### config.mk
export PLATFORM = sky130hd
export DESIGN_NAME = userio_db15_scanner
export DESIGN_NICKNAME = d
export VERILOG_FILES = /design/src/rtl/userio_pkg.sv /design/src/rtl/db15_tick_gen.sv /design/src/rtl/userio_db15_scanner.sv
export SDC_FILE = /design/constraint.sdc
export NUM_CORES = 1
export LEC_CHECK = 0
export BUFFER_PORTS_ARGS = -buffer_cell sky130_fd_sc_hd__buf_2
export CAP_MARGIN = 20
export CELL_PAD_IN_SITES_DETAIL_PLACEMENT = 2
export CELL_PAD_IN_SITES_GLOBAL_PLACEMENT = 2
export CORE_MARGIN = 2
export CORE_UTILIZATION = 39
export DETAILED_ROUTE_END_ITERATION = 16
export PLACE_DENSITY_LB_ADDON = 0.1
export SLEW_MARGIN = 0
export SYNTH_ARGS = -nofsm -noshare
export SYNTH_HDL_FRONTEND = slang
export SYNTH_SLANG_ARGS = --single-unit
### constraint.sdc
create_clock -name clk -period 3.5 [get_ports clk]
set_input_delay 0.35 -clock clk [delete_from_list [all_inputs] [get_ports clk]]
set_output_delay 0.35 -clock clk [all_outputs]
set_load 0.03 [all_outputs]
### src/rtl/userio_pkg.sv
// rtl/userio_pkg.sv - shared FSM state and DB15 button-index definitions
package userio_pkg;

  typedef enum logic [2:0] {
    ST_LOAD,
    ST_SAMPLE,
    ST_CLOCK,
    ST_COMMIT,
    ST_GAP
  } db15_state_e;

  localparam int DB15_R     = 0;
  localparam int DB15_L     = 1;
  localparam int DB15_D     = 2;
  localparam int DB15_U     = 3;
  localparam int DB15_A     = 4;
  localparam int DB15_B     = 5;
  localparam int DB15_C     = 6;
  localparam int DB15_X     = 7;
  localparam int DB15_Y     = 8;
  localparam int DB15_Z     = 9;
  localparam int DB15_START = 10;
  localparam int DB15_MODE  = 11;

endpackage

### src/rtl/db15_tick_gen.sv
// rtl/db15_tick_gen.sv - CLK_DIV bit-phase divider with terminal-count tick and sync clear
module db15_tick_gen #(
  parameter int CLK_DIV = 24
) (
  input  logic clk,
  input  logic rst,
  input  logic clear,
  output logic tick
);

  localparam int             W    = $clog2(CLK_DIV);
  localparam logic [W-1:0]   TERM = W'(CLK_DIV - 1);

  logic [W-1:0] cnt_q, cnt_d;

  always_comb begin
    tick  = (cnt_q == TERM);
    cnt_d = cnt_q + 1'b1;
    if (clear || tick) cnt_d = '0;
  end

  always_ff @(posedge clk or posedge rst) begin
    if (rst) cnt_q <= '0;
    else     cnt_q <= cnt_d;
  end

endmodule

### src/rtl/userio_db15_scanner.sv
// rtl/userio_db15_scanner.sv - DB15 adapter poller/deserialiser; DB15_DEBOUNCE_EN adds 2-frame debounce
module userio_db15_scanner
  import userio_pkg::*;
#(
  parameter int CLK_DIV   = 24,
  parameter int GAP_TICKS = 64,
  parameter int BITS      = 12
) (
  input  logic        clk,
  input  logic        reset,
  input  logic        joy_data,
  output logic        joy_clk,
  output logic        joy_load,
  output logic [15:0] joystick1,
  output logic [15:0] joystick2,
  output logic        frame_done,
  output logic        connected
);

  localparam int              NB       = 2 * BITS;
  localparam logic [4:0]      LAST_IDX = 5'(NB - 1);
  localparam int              GW       = $clog2(GAP_TICKS + 1);
  localparam logic [GW-1:0]   GAP_LAST = GW'(GAP_TICKS - 1);

  db15_state_e   state_q, state_d;
  logic [1:0]    sync_q, sync_d;
  logic [4:0]    idx_q, idx_d;
  logic [GW-1:0] gap_q, gap_d;
  logic [NB-1:0] raw_q, raw_d;
  logic [NB-1:0] btn_q, btn_d;
  logic          joy_clk_q, joy_clk_d;
  logic          joy_load_q, joy_load_d;
  logic          frame_done_q, frame_done_d;
  logic          connected_q, connected_d;
  logic          tick, div_clear;
`ifdef DB15_DEBOUNCE_EN
  logic [NB-1:0] hist_q, hist_d;
  logic [NB-1:0] match;
`endif

  db15_tick_gen #(.CLK_DIV(CLK_DIV)) u_tick (
    .clk   (clk),
    .rst   (reset),
    .clear (div_clear),
    .tick  (tick)
  );

  always_ff @(posedge clk or posedge reset) begin
    if (reset) begin
      state_q      <= ST_LOAD;
      sync_q       <= '0;
      idx_q        <= '0;
      gap_q        <= '0;
      raw_q        <= '0;
      btn_q        <= '0;
      joy_clk_q    <= 1'b0;
      joy_load_q   <= 1'b1;
      frame_done_q <= 1'b0;
      connected_q  <= 1'b0;
`ifdef DB15_DEBOUNCE_EN
      hist_q       <= '0;
`endif
    end else begin
      state_q      <= state_d;
      sync_q       <= sync_d;
      idx_q        <= idx_d;
      gap_q        <= gap_d;
      raw_q        <= raw_d;
      btn_q        <= btn_d;
      joy_clk_q    <= joy_clk_d;
      joy_load_q   <= joy_load_d;
      frame_done_q <= frame_done_d;
      connected_q  <= connected_d;
`ifdef DB15_DEBOUNCE_EN
      hist_q       <= hist_d;
`endif
    end
  end

  always_comb begin
    state_d = state_q;
    idx_d   = idx_q;
    gap_d   = gap_q;
    raw_d   = raw_q;
    sync_d  = {sync_q[0], joy_data};
    case (state_q)
      ST_LOAD: if (tick) begin
        state_d = ST_SAMPLE;
        idx_d   = '0;
      end
      // Sampling on the tick puts the capture CLK_DIV-2 clks after the joy_clk fall.
      ST_SAMPLE: if (tick) begin
        raw_d[idx_q] = ~sync_q[1];
        state_d      = ST_CLOCK;
      end
      ST_CLOCK: if (tick) begin
        if (idx_q == LAST_IDX) begin
          state_d = ST_COMMIT;
        end else begin
          state_d = ST_SAMPLE;
          idx_d   = idx_q + 5'd1;
        end
      end
      ST_COMMIT: begin
        state_d = ST_GAP;
        gap_d   = '0;
      end
      ST_GAP: if (tick) begin
        if (gap_q == GAP_LAST) state_d = ST_LOAD;
        else                   gap_d   = gap_q + 1'b1;
      end
      default: state_d = ST_LOAD;
    endcase
  end

  // Adapter strobes lag the state by one clk so they come straight from flops.
  always_comb begin
    div_clear    = (state_q == ST_COMMIT);
    joy_load_d   = (state_q != ST_LOAD);
    joy_clk_d    = (state_q == ST_CLOCK);
    frame_done_d = (state_q == ST_COMMIT);
    connected_d  = connected_q;
    btn_d        = btn_q;
`ifdef DB15_DEBOUNCE_EN
    hist_d       = hist_q;
    match        = ~(raw_q ^ hist_q);
`endif
    if (state_q == ST_COMMIT) begin
      if (&raw_q) begin
        connected_d = 1'b0;
        btn_d       = '0;
`ifdef DB15_DEBOUNCE_EN
        hist_d      = '0;
`endif
      end else begin
        connected_d = 1'b1;
`ifdef DB15_DEBOUNCE_EN
        btn_d       = (raw_q & match) | (btn_q & ~match);
        hist_d      = raw_q;
`else
        btn_d       = raw_q;
`endif
      end
    end
  end

  always_comb begin
    joystick1               = '0;
    joystick2               = '0;
    joystick1[BITS-1:0]     = btn_q[BITS-1:0];
    joystick2[BITS-1:0]     = btn_q[NB-1:BITS];
    joy_clk                 = joy_clk_q;
    joy_load                = joy_load_q;
    frame_done              = frame_done_q;
    connected               = connected_q;
  end

endmodule
==> impl_results.rst, run 1 <==
.. list-table::
   :header-rows: 1

   * - Metric
     - Value
   * - Status
     - finished clean
   * - Total power divided by cell area
     - 440 nW/um2
   * - Post-Syn Area
     - 3380 um2
   * - Placement-stage cell area
     - 3540 um2
   * - Final worst path period need
     - 2400 ps
   * - Slew at the pin closest to its max-slew limit
     - 958 ps
   * - Number of buffers created by CTS
     - 9
   * - Critical Path RT
     - 3770 ps
   * - Type of the worst min-delay path
     - in -> async
   * - Total of warnings raised by yosys
     - 0
   * - RSZ-0062 raised after global routing
     - false
   * - Routed WL
     - 9.30 mm
   * - Initial antenna violation count
     - 0
   * - Synth Instances
     - 347
   * - Cts-stage hold buffer count
     - 0
   * - Max-slew violation total from the final report
     - 0
   * - Pre-Repair DR Iteration Count
     - 4
   * - WL per Instance
     - 19.4 um
   * - Number of levels in the clock H-tree
     - 3
   * - Setup total negative slack
     - 0 ps
   * - Buffer levels on the longest clock path
     - 2
   * - Max-slew headroom
     - 35.8%
   * - Crit path capture type
     - flip-flop
   * - Clock latency reported for the late side of the worst-skew pair
     - 350 ps
   * - Area grow syn2layout
     - 11.9%
   * - Total Nets Final
     - 378
   * - Cells along the critical path
     - ha_1 -> nand4b_2 -> nor3_2 -> a21oi_1 -> a31oi_1
   * - Cell type of the slowest stage on the worst timing path
     - sky130_fd_sc_hd__nor3_2
   * - Area share of the largest cell type after synthesis
     - 54.1%
   * - Critical Path Stages
     - 5
   * - Overall global routing resource usage
     - 21.3%
   * - Worst EP arrival
     - 2670 ps
   * - Reg-to-Reg Start
     - u_tick.cnt_q[0]
   * - CTS Root Cell
     - sky130_fd_sc_hd__clkbuf_8
   * - First-pass GRT wire length
     - 16.0 mm
   * - Post-DP HPWL
     - 6.20 mm
   * - Gate power share
     - 1.9%
   * - Most common flop cell mapped by yosys
     - sky130_fd_sc_hd__dfrtp_1
   * - Number of enable flip-flop cells after synthesis
     - 0
   * - Number of nets still failing antenna checks after routing
     - 0
   * - Largest stage delay, worst path
     - 880 ps
   * - Std cell rows
     - 33
   * - Buffers inserted during post-CTS setup optimization
     - 0
   * - Die outline width
     - 97.1 um
   * - Number of clock sinks seen by CTS
     - 74
   * - WS Path Type
     - reg -> reg
   * - Global routing usage on met2
     - 34.6%
   * - Vertical die dimension
     - 97.1 um
   * - TritonCTS clock tree
     - built
   * - Static power due to leakage
     - 1.79 nW
   * - Buffers plus inverters on the worst setup path
     - 0
   * - Most used standard cells in the synthesized netlist
     - 73 x sky130_fd_sc_hd__dfrtp_1, 64 x sky130_fd_sc_hd__nand2_1, 29 x sky130_fd_sc_hd__o21ai_0, 28 x sky130_fd_sc_hd__a21oi_1, 25 x sky130_fd_sc_hd__a31oi_1
   * - Fraction of final layout cells sized beyond drive strength 1
     - 17.4%
   * - Critical path destination
     - raw_q[10]
   * - Final clock period utilization by the worst path
     - 68.7%
   * - Top cell type by total area after synthesis
     - sky130_fd_sc_hd__dfrtp_1
   * - Cell depth of the worst flop-to-flop path
     - 5
   * - Launch point of the critical path
     - u_tick.cnt_q[0]
   * - Maximum VDD drop
     - 0.239 mV
   * - Share of synthesized area occupied by flip-flops and latches
     - 54.9%
   * - Clk slew on worst S/H paths
     - 90 ps
   * - Number of library cell types mapped by synthesis
     - 47
   * - Final std cell area, no fill
     - 3780 um2
   * - Pwr Total
     - 0.00166 W
   * - Total of flip-flops plus latches after synthesis
     - 74
   * - Kind of cell with the highest combined delay on the critical path
     - simple AND/OR/NAND/NOR gates
   * - Count of placed standard cells including taps
     - 461
   * - Maximum fanout along the worst path
     - 12
   * - Leading cell types by total area after synthesis
     - sky130_fd_sc_hd__dfrtp_1 54%, sky130_fd_sc_hd__nand2_1 7.1%, sky130_fd_sc_hd__a31oi_1 4.6%
   * - Final cell count without fillers
     - 479
   * - Setup clock skew after layout
     - 9.44 ps
   * - Power share of the sequential group
     - 51.8%
   * - Max Clk Rate
     - 0.416 GHz
   * - Net switching power
     - 0.000380 W
   * - Global route total overflow
     - 0
   * - Total internal power
     - 0.00128 W
   * - Gr busiest metal
     - met2
   * - Number of endpoints failing setup at the final stage
     - 0
   * - Pin count of the biggest net entering global routing
     - 34
   * - FF-to-FF setup slack
     - 1100 ps
   * - Reg-to-reg critical path endpoint
     - raw_q[10]
   * - 1st-iter DRT viols
     - 154
   * - Grt met1 use
     - 29.6%
   * - Vias in the first global route
     - 2,941
   * - Count of buffers from port buffering
     - 30
   * - Average instance area after synthesis
     - 9.73 um2
   * - Area enclosed by the die boundary
     - 9420 um2
   * - Count of cells resized by post-cts repair
     - 0
   * - Core region area
     - 8300 um2
   * - Routability cong.
     - 0.744
   * - Sw Ratio
     - 22.9%
   * - Type of origin of the critical path
     - flip-flop
   * - Fraction of power consumed by the clock network
     - 46.2%
   * - Met3 global-route usage
     - 2.88%
   * - Fraction of synthesis flops using an asynchronous set or reset pin
     - 100%
   * - Count of maximum capacitance violations
     - 0
   * - Number of hold-slack violations in the final timing report
     - 0
   * - Total via count after detailed routing
     - 2,681
   * - Diode count
     - 0
   * - Num ports
     - 39
   * - Cell with the most instances after synthesis
     - sky130_fd_sc_hd__dfrtp_1
   * - # DRC
     - 0
   * - Effective utilization at floorplan
     - 40.7%
   * - Vias per cell
     - 5.60
-- worst min path at each step --
stage,slack (ps),end,start,depth (start not counted)
2_1_floorplan,330,sync_q[1],sync_q[0],0
6_report,60,btn_q[0],reset,2
4_1_cts,70,btn_q[1],reset,2
3_3_place_gp,330,sync_q[1],sync_q[0],0
3_5_place_dp,340,sync_q[1],sync_q[0],0
5_1_grt,80,sync_q[0],joy_data,1
-- sequential cells by signal, summed over array words and instances (netlist names) --
name and cells:
u_tick.cnt_q 5, idx_q 5, frame_done 1, gap_q 7, connected 1, raw_q 24, state_q 3, joy_clk 1
btn_q 24, sync_q 2, joy_load 1
-- area by class of cell --
type	instances	area, um2
Fill cell	915	4520
Sequential cell	74	1850
Multi-Input combinational cell	237	1330
Timing Repair Buffer	36	195
Clock buffer	10	138
Tap cell	105	131
Clock inverter	6	88.8
Inverter	11	41.3
-- logic make-up (layout without fill, tap and decap cells) --
family                     after synthesis  count (layout)  synth area share (%)
and+or+nand+nor                        124             124                  19.1
AOI/OAI and AO/OA                       95              95                  16.1
DFF                                     74              74                  54.9
buffers and inverters                   43              63                  6.52
adders and majority gates                6               6                  2.22
xor gates and xnor gates                 2               2                 0.519
muxes                                    2               2                 0.593
other                                    1               8                 0.111
-- layout by cell type, fill, tap and decap left out, types with 2 or more instances in the layout --
cell type	instances
sky130_fd_sc_hd__conb_1	8
sky130_fd_sc_hd__and3_1	2
sky130_fd_sc_hd__a31oi_1	25
sky130_fd_sc_hd__nand4b_1	3
sky130_fd_sc_hd__or3_1	3
sky130_fd_sc_hd__nor2_1	7
sky130_fd_sc_hd__buf_4	5
sky130_fd_sc_hd__a21oi_1	28
sky130_fd_sc_hd__nor2b_1	2
sky130_fd_sc_hd__mux2i_1	2
sky130_fd_sc_hd__o21ai_0	29
sky130_fd_sc_hd__nand2_1	64
sky130_fd_sc_hd__ha_1	6
sky130_fd_sc_hd__nand3_1	11
sky130_fd_sc_hd__bufinv_16	2
sky130_fd_sc_hd__clkinvlp_4	2
sky130_fd_sc_hd__dfrtp_1	73
sky130_fd_sc_hd__o211ai_1	5
sky130_fd_sc_hd__inv_1	9
sky130_fd_sc_hd__or4_1	2
sky130_fd_sc_hd__nand4_1	7
sky130_fd_sc_hd__buf_2	30
sky130_fd_sc_hd__and2_1	2
sky130_fd_sc_hd__clkbuf_8	10
sky130_fd_sc_hd__or2_2	2
sky130_fd_sc_hd__nor3b_1	2
sky130_fd_sc_hd__o21a_1	2
sky130_fd_sc_hd__nor3_1	5
sky130_fd_sc_hd__nor3_2	4
-- power by group through the flow --
stage | clock [W] | combinational [W] | sequential [W]
finish | 0.000768 | 0.0000322 | 0.000861
global route | 0.000820 | 0.0000362 | 0.000862
CTS | 0.000788 | 0.0000336 | 0.000861
detailed placement | 0 | 0.0000336 | 0.000878
global placement | 0 | 0.0000333 | 0.000878
floorplan | 0 | 0.0000340 | 0.000874
-- stage by stage --
| stage | util (%) | setup WS (ps) | hold slack (ps) |
|---|---|---|---|
| after detailed placement | 42.6 | 1180 | 338 |
| final | 45.5 | 1100 | 56.6 |
| after global placement | 42.6 | 1300 | 333 |
| after CTS | 45.3 | 1110 | 70.1 |
| after global routing | 45.5 | 913 | 75.3 |
| after floorplan | - | 1270 | 331 |
-- routing by layer --
metal / routed length [um] / up-vias
met3: 200 / 9
met4: 125 / 0
li1: - / 1249
met5: 0 / -
met1: 4530 / 1389
met2: 4450 / 34
-- worst register-to-register path: stages (launching register included) --
cell	delay (ps)
sky130_fd_sc_hd__dfrtp_1	390
sky130_fd_sc_hd__ha_1	280
sky130_fd_sc_hd__nand4b_2	350
sky130_fd_sc_hd__nor3_2	880
sky130_fd_sc_hd__a21oi_1	200
sky130_fd_sc_hd__a31oi_1	210
Note: power is estimated with default switching activity, not from simulation.
==> run 2: changes to the inputs <==
--- a/config.mk
+++ b/config.mk
@@ -5,12 +5,13 @@
 export SDC_FILE = /design/constraint.sdc
 export NUM_CORES = 1
 export LEC_CHECK = 0
+export ABC_AREA = 1
 export BUFFER_PORTS_ARGS = -buffer_cell sky130_fd_sc_hd__buf_2
 export CAP_MARGIN = 20
 export CELL_PAD_IN_SITES_DETAIL_PLACEMENT = 2
 export CELL_PAD_IN_SITES_GLOBAL_PLACEMENT = 2
 export CORE_MARGIN = 2
-export CORE_UTILIZATION = 39
+export CORE_UTILIZATION = 32
 export DETAILED_ROUTE_END_ITERATION = 16
 export PLACE_DENSITY_LB_ADDON = 0.1
 export SLEW_MARGIN = 0
==> constraint.sdc (replaced) <==
create_clock -name clk -period 2 [get_ports clk]
set_input_delay 0.2 -clock clk [delete_from_list [all_inputs] [get_ports clk]]
set_output_delay 0.2 -clock clk [all_outputs]
set_load 0.03 [all_outputs]
==> run 2 against run 1 <==
Compared with the run above: synthesized area is 7.3% higher; final area is 12% higher; critical path depth is 2 higher; sequential cell count stayed put; utilization is 7.0 points lower; via count is 12% higher; register-to-register slack worse by 750 ps; synthesized cell count is 23% higher; count of clock-buffer cells in the layout is 3 higher; clock skew is 3.7 ps lower.
==> impl_results.rst, run 2 <==
.. list-table::
   :header-rows: 1

   * - Metric
     - Value
   * - Status
     - finished clean
   * - Setup clock skew after layout
     - 5.70 ps (-3.74 ps)
   * - Max Clk Rate
     - 0.605 GHz (+45%)
   * - Max-slew violation total from the final report
     - 0 (unchanged)
   * - Crit path capture type
     - flip-flop
   * - Final clock period utilization by the worst path
     - 82.7% (+14 points)
   * - Vias in the first global route
     - 3,273 (+11%)
   * - Maximum VDD drop
     - 0.389 mV (+63%)
   * - Vias per cell
     - 4.99 (-11%)
   * - TritonCTS clock tree
     - built
   * - Diode count
     - 0 (unchanged)
   * - Routability cong.
     - 0.721 (-3.1%)
   * - Number of levels in the clock H-tree
     - 3 (unchanged)
   * - Count of maximum capacitance violations
     - 0 (unchanged)
   * - FF-to-FF setup slack
     - 350 ps (-750 ps)
   * - WL per Instance
     - 16.4 um (-15%)
   * - Number of hold-slack violations in the final timing report
     - 0 (unchanged)
   * - Final std cell area, no fill
     - 4210 um2 (+12%)
   * - Worst EP arrival
     - 1920 ps (-750 ps)
   * - Number of library cell types mapped by synthesis
     - 32 (-32%)
   * - Placement-stage cell area
     - 3870 um2 (+9.6%)
   * - Type of the worst min-delay path
     - reg -> reg
   * - Number of buffers created by CTS
     - 9 (unchanged)
   * - Cell depth of the worst flop-to-flop path
     - 7 (+2)
   * - First-pass GRT wire length
     - 16.9 mm (+6.0%)
   * - Top cell type by total area after synthesis
     - sky130_fd_sc_hd__dfrtp_1
   * - Static power due to leakage
     - 2.18 nW (+22%)
   * - Effective utilization at floorplan
     - 33.1% (-7.6 points)
   * - Pin count of the biggest net entering global routing
     - 36 (+5.9%)
   * - 1st-iter DRT viols
     - 96 (-38%)
   * - Critical Path RT
     - 2270 ps (-1500 ps)
   * - Maximum fanout along the worst path
     - 23 (+11)
   * - WS Path Type
     - reg -> reg
   * - Fraction of final layout cells sized beyond drive strength 1
     - 16.5% (-0.93 points)
   * - Leading cell type in the layout, fill and taps excluded
     - sky130_fd_sc_hd__nand2_1
   * - Routed WL
     - 9.89 mm (+6.3%)
   * - Fraction of synthesis flops using an asynchronous set or reset pin
     - 100% (unchanged)
   * - Total of warnings raised by yosys
     - 0 (unchanged)
   * - Most common flop cell mapped by yosys
     - sky130_fd_sc_hd__dfrtp_1
   * - Clk slew on worst S/H paths
     - 60 ps (-30 ps)
   * - Cell with the most instances after synthesis
     - sky130_fd_sc_hd__nand2_1
   * - Overall global routing resource usage
     - 18.5% (-2.8 points)
   * - Number of clock sinks seen by CTS
     - 74 (unchanged)
   * - Initial antenna violation count
     - 0 (unchanged)
   * - Slew at the pin closest to its max-slew limit
     - 569 ps (-389 ps)
   * - Most used standard cells in the synthesized netlist
     - 152 x sky130_fd_sc_hd__nand2_1, 73 x sky130_fd_sc_hd__dfrtp_1, 35 x sky130_fd_sc_hd__nand3_1, 35 x sky130_fd_sc_hd__o21ai_1, 29 x sky130_fd_sc_hd__nand4_1
   * - Launch point of the critical path
     - u_tick.cnt_q[0]
   * - Total of flip-flops plus latches after synthesis
     - 74 (unchanged)
   * - Num ports
     - 39 (unchanged)
   * - Die outline width
     - 110 um (+14%)
   * - Buffer levels on the longest clock path
     - 2 (unchanged)
   * - Global route total overflow
     - 0 (unchanged)
   * - Most frequent cells in the layout
     - 152 x sky130_fd_sc_hd__nand2_1, 73 x sky130_fd_sc_hd__dfrtp_1, 35 x sky130_fd_sc_hd__nand3_1, 35 x sky130_fd_sc_hd__o21ai_1, 30 x sky130_fd_sc_hd__buf_2
   * - Total via count after detailed routing
     - 3,002 (+12%)
   * - Post-Syn Area
     - 3620 um2 (+7.3%)
   * - Vertical die dimension
     - 110 um (+14%)
   * - Pre-Repair DR Iteration Count
     - 4 (unchanged)
   * - RSZ-0062 raised after global routing
     - false
   * - Number of enable flip-flop cells after synthesis
     - 0 (unchanged)
   * - Core region area
     - 10,900 um2 (+32%)
   * - Number of nets still failing antenna checks after routing
     - 0 (unchanged)
   * - # DRC
     - 0 (unchanged)
   * - Critical path destination
     - raw_q[12]
   * - Share of synthesized area occupied by flip-flops and latches
     - 51.2% (-3.7 points)
   * - Max-slew headroom
     - 62.0% (+26 points)
   * - HP Start
     - sync_q[0]
   * - Std cell rows
     - 38 (+15%)
   * - Area share of the largest cell type after synthesis
     - 50.4% (-3.7 points)
   * - Clock latency reported for the late side of the worst-skew pair
     - 330 ps (-20 ps)
   * - Type of origin of the critical path
     - flip-flop
   * - Reg-to-reg critical path endpoint
     - raw_q[12]
   * - Setup total negative slack
     - 0 ps (unchanged)
   * - Area enclosed by the die boundary
     - 12,200 um2 (+29%)
   * - Synth Instances
     - 428 (+23%)
   * - CTS Root Cell
     - sky130_fd_sc_hd__clkbuf_16
   * - Registers with the most flip-flops
     - btn_q x24, raw_q x24, gap_q x7
   * - Average instance area after synthesis
     - 8.46 um2 (-13%)
   * - Count of buffers from port buffering
     - 30 (unchanged)
   * - Area grow syn2layout
     - 16.3%
   * - Reg-to-Reg Start
     - u_tick.cnt_q[0]
   * - Leading cell types by total area after synthesis
     - sky130_fd_sc_hd__dfrtp_1 50%, sky130_fd_sc_hd__nand2_1 16%, sky130_fd_sc_hd__nand4_1 5.0%
   * - Total Nets Final
     - 467 (+24%)
   * - Number of endpoints failing setup at the final stage
     - 0 (unchanged)
   * - Final worst path period need
     - 1650 ps (-751 ps)
   * - Total power divided by cell area
     - 794 nW/um2 (+81%)
   * - Post-DP HPWL
     - 6.63 mm (+7.0%)
-- run 2: changes by cell type after synthesis, sizes merged, moves of 7 or more --
cell	previous run	this run
inv	10	22
nor2	7	25
a31oi	25	0
a21oi	28	1
nand4	7	29
o21ai	30	37
nand3	11	37
nand2	64	155
-- run 2: logic make-up (layout without fill, tap and decap cells) --
group | after synthesis | count (layout) | synth area share, %
other | 1 | 8 | 0.104
AND/OR/NAND/NOR | 253 | 253 | 32.4
AO/OA/AOI/OAI | 40 | 40 | 6.04
buffers and inverters | 49 | 76 | 7.01
adder cells (fa/ha/maj) | 6 | 6 | 2.07
XOR/XNOR | 5 | 5 | 1.21
flip-flops | 74 | 74 | 51.2
-- run 2: how the worst min path moves through the flow --
stage	slack (ps)	cells after the start	endpoint
floorplan	230	0	sync_q[0]
global placement	290	2	state_q[2]
detailed placement	290	2	state_q[0]
CTS	360	0	sync_q[1]
global route	380	0	sync_q[1]
finish	350	0	sync_q[1]
-- run 2: timing repair --
action,CTS,global route
setup buffers,0,0
gates resized for setup,0,0
hold buffers,2,0
hold endpoints to repair,21,0
-- run 2: power by group --
part | internal, W | total (W) | switching, W
sequential | 0.00150 | 0.00150 | 0.00000194
combinational | 0.0000115 | 0.0000725 | 0.0000609
clock | 0.00116 | 0.00177 | 0.000616
-- run 2: metrics by stage --
stage	hold WS, ps	instances	setup slack, ps	power, W	utilization (%)
after global routing	376	602	134	0.00347	38.5
after CTS	355	602	318	0.00341	38.5
after detailed placement	289	585	321	0.00160	35.4
after floorplan	231	435	649	0.00159	-
after global placement	292	585	423	0.00160	35.4
final	350	602	346	0.00335	38.5
-- run 2: layout make-up --
type	instances	area, um2
Clock buffer	13	260
Clock inverter	2	60.1
Fill cell	1264	6720
Inverter	22	88.8
Multi-Input combinational cell	312	1540
Sequential cell	74	1850
Tap cell	140	175
Timing Repair Buffer	39	235
-- run 2: metal layers --
layer	wire, um	track usage (%)	vias to the layer above
li1	-	-	1455
met1	4670	24.5	1500
met2	4860	30.8	39
met3	254	3.59	8
met4	94	5.36	0
met5	0	0	-
-- run 2: worst max-delay path, stage by stage (launching register included) --
cell and delay, ps:
sky130_fd_sc_hd__dfrtp_1 360, sky130_fd_sc_hd__ha_1 230, sky130_fd_sc_hd__nand3_1 140, sky130_fd_sc_hd__nor2_2 190, sky130_fd_sc_hd__nand2_2 80, sky130_fd_sc_hd__inv_2 300, sky130_fd_sc_hd__nand4_1 170, sky130_fd_sc_hd__nand2_1 100
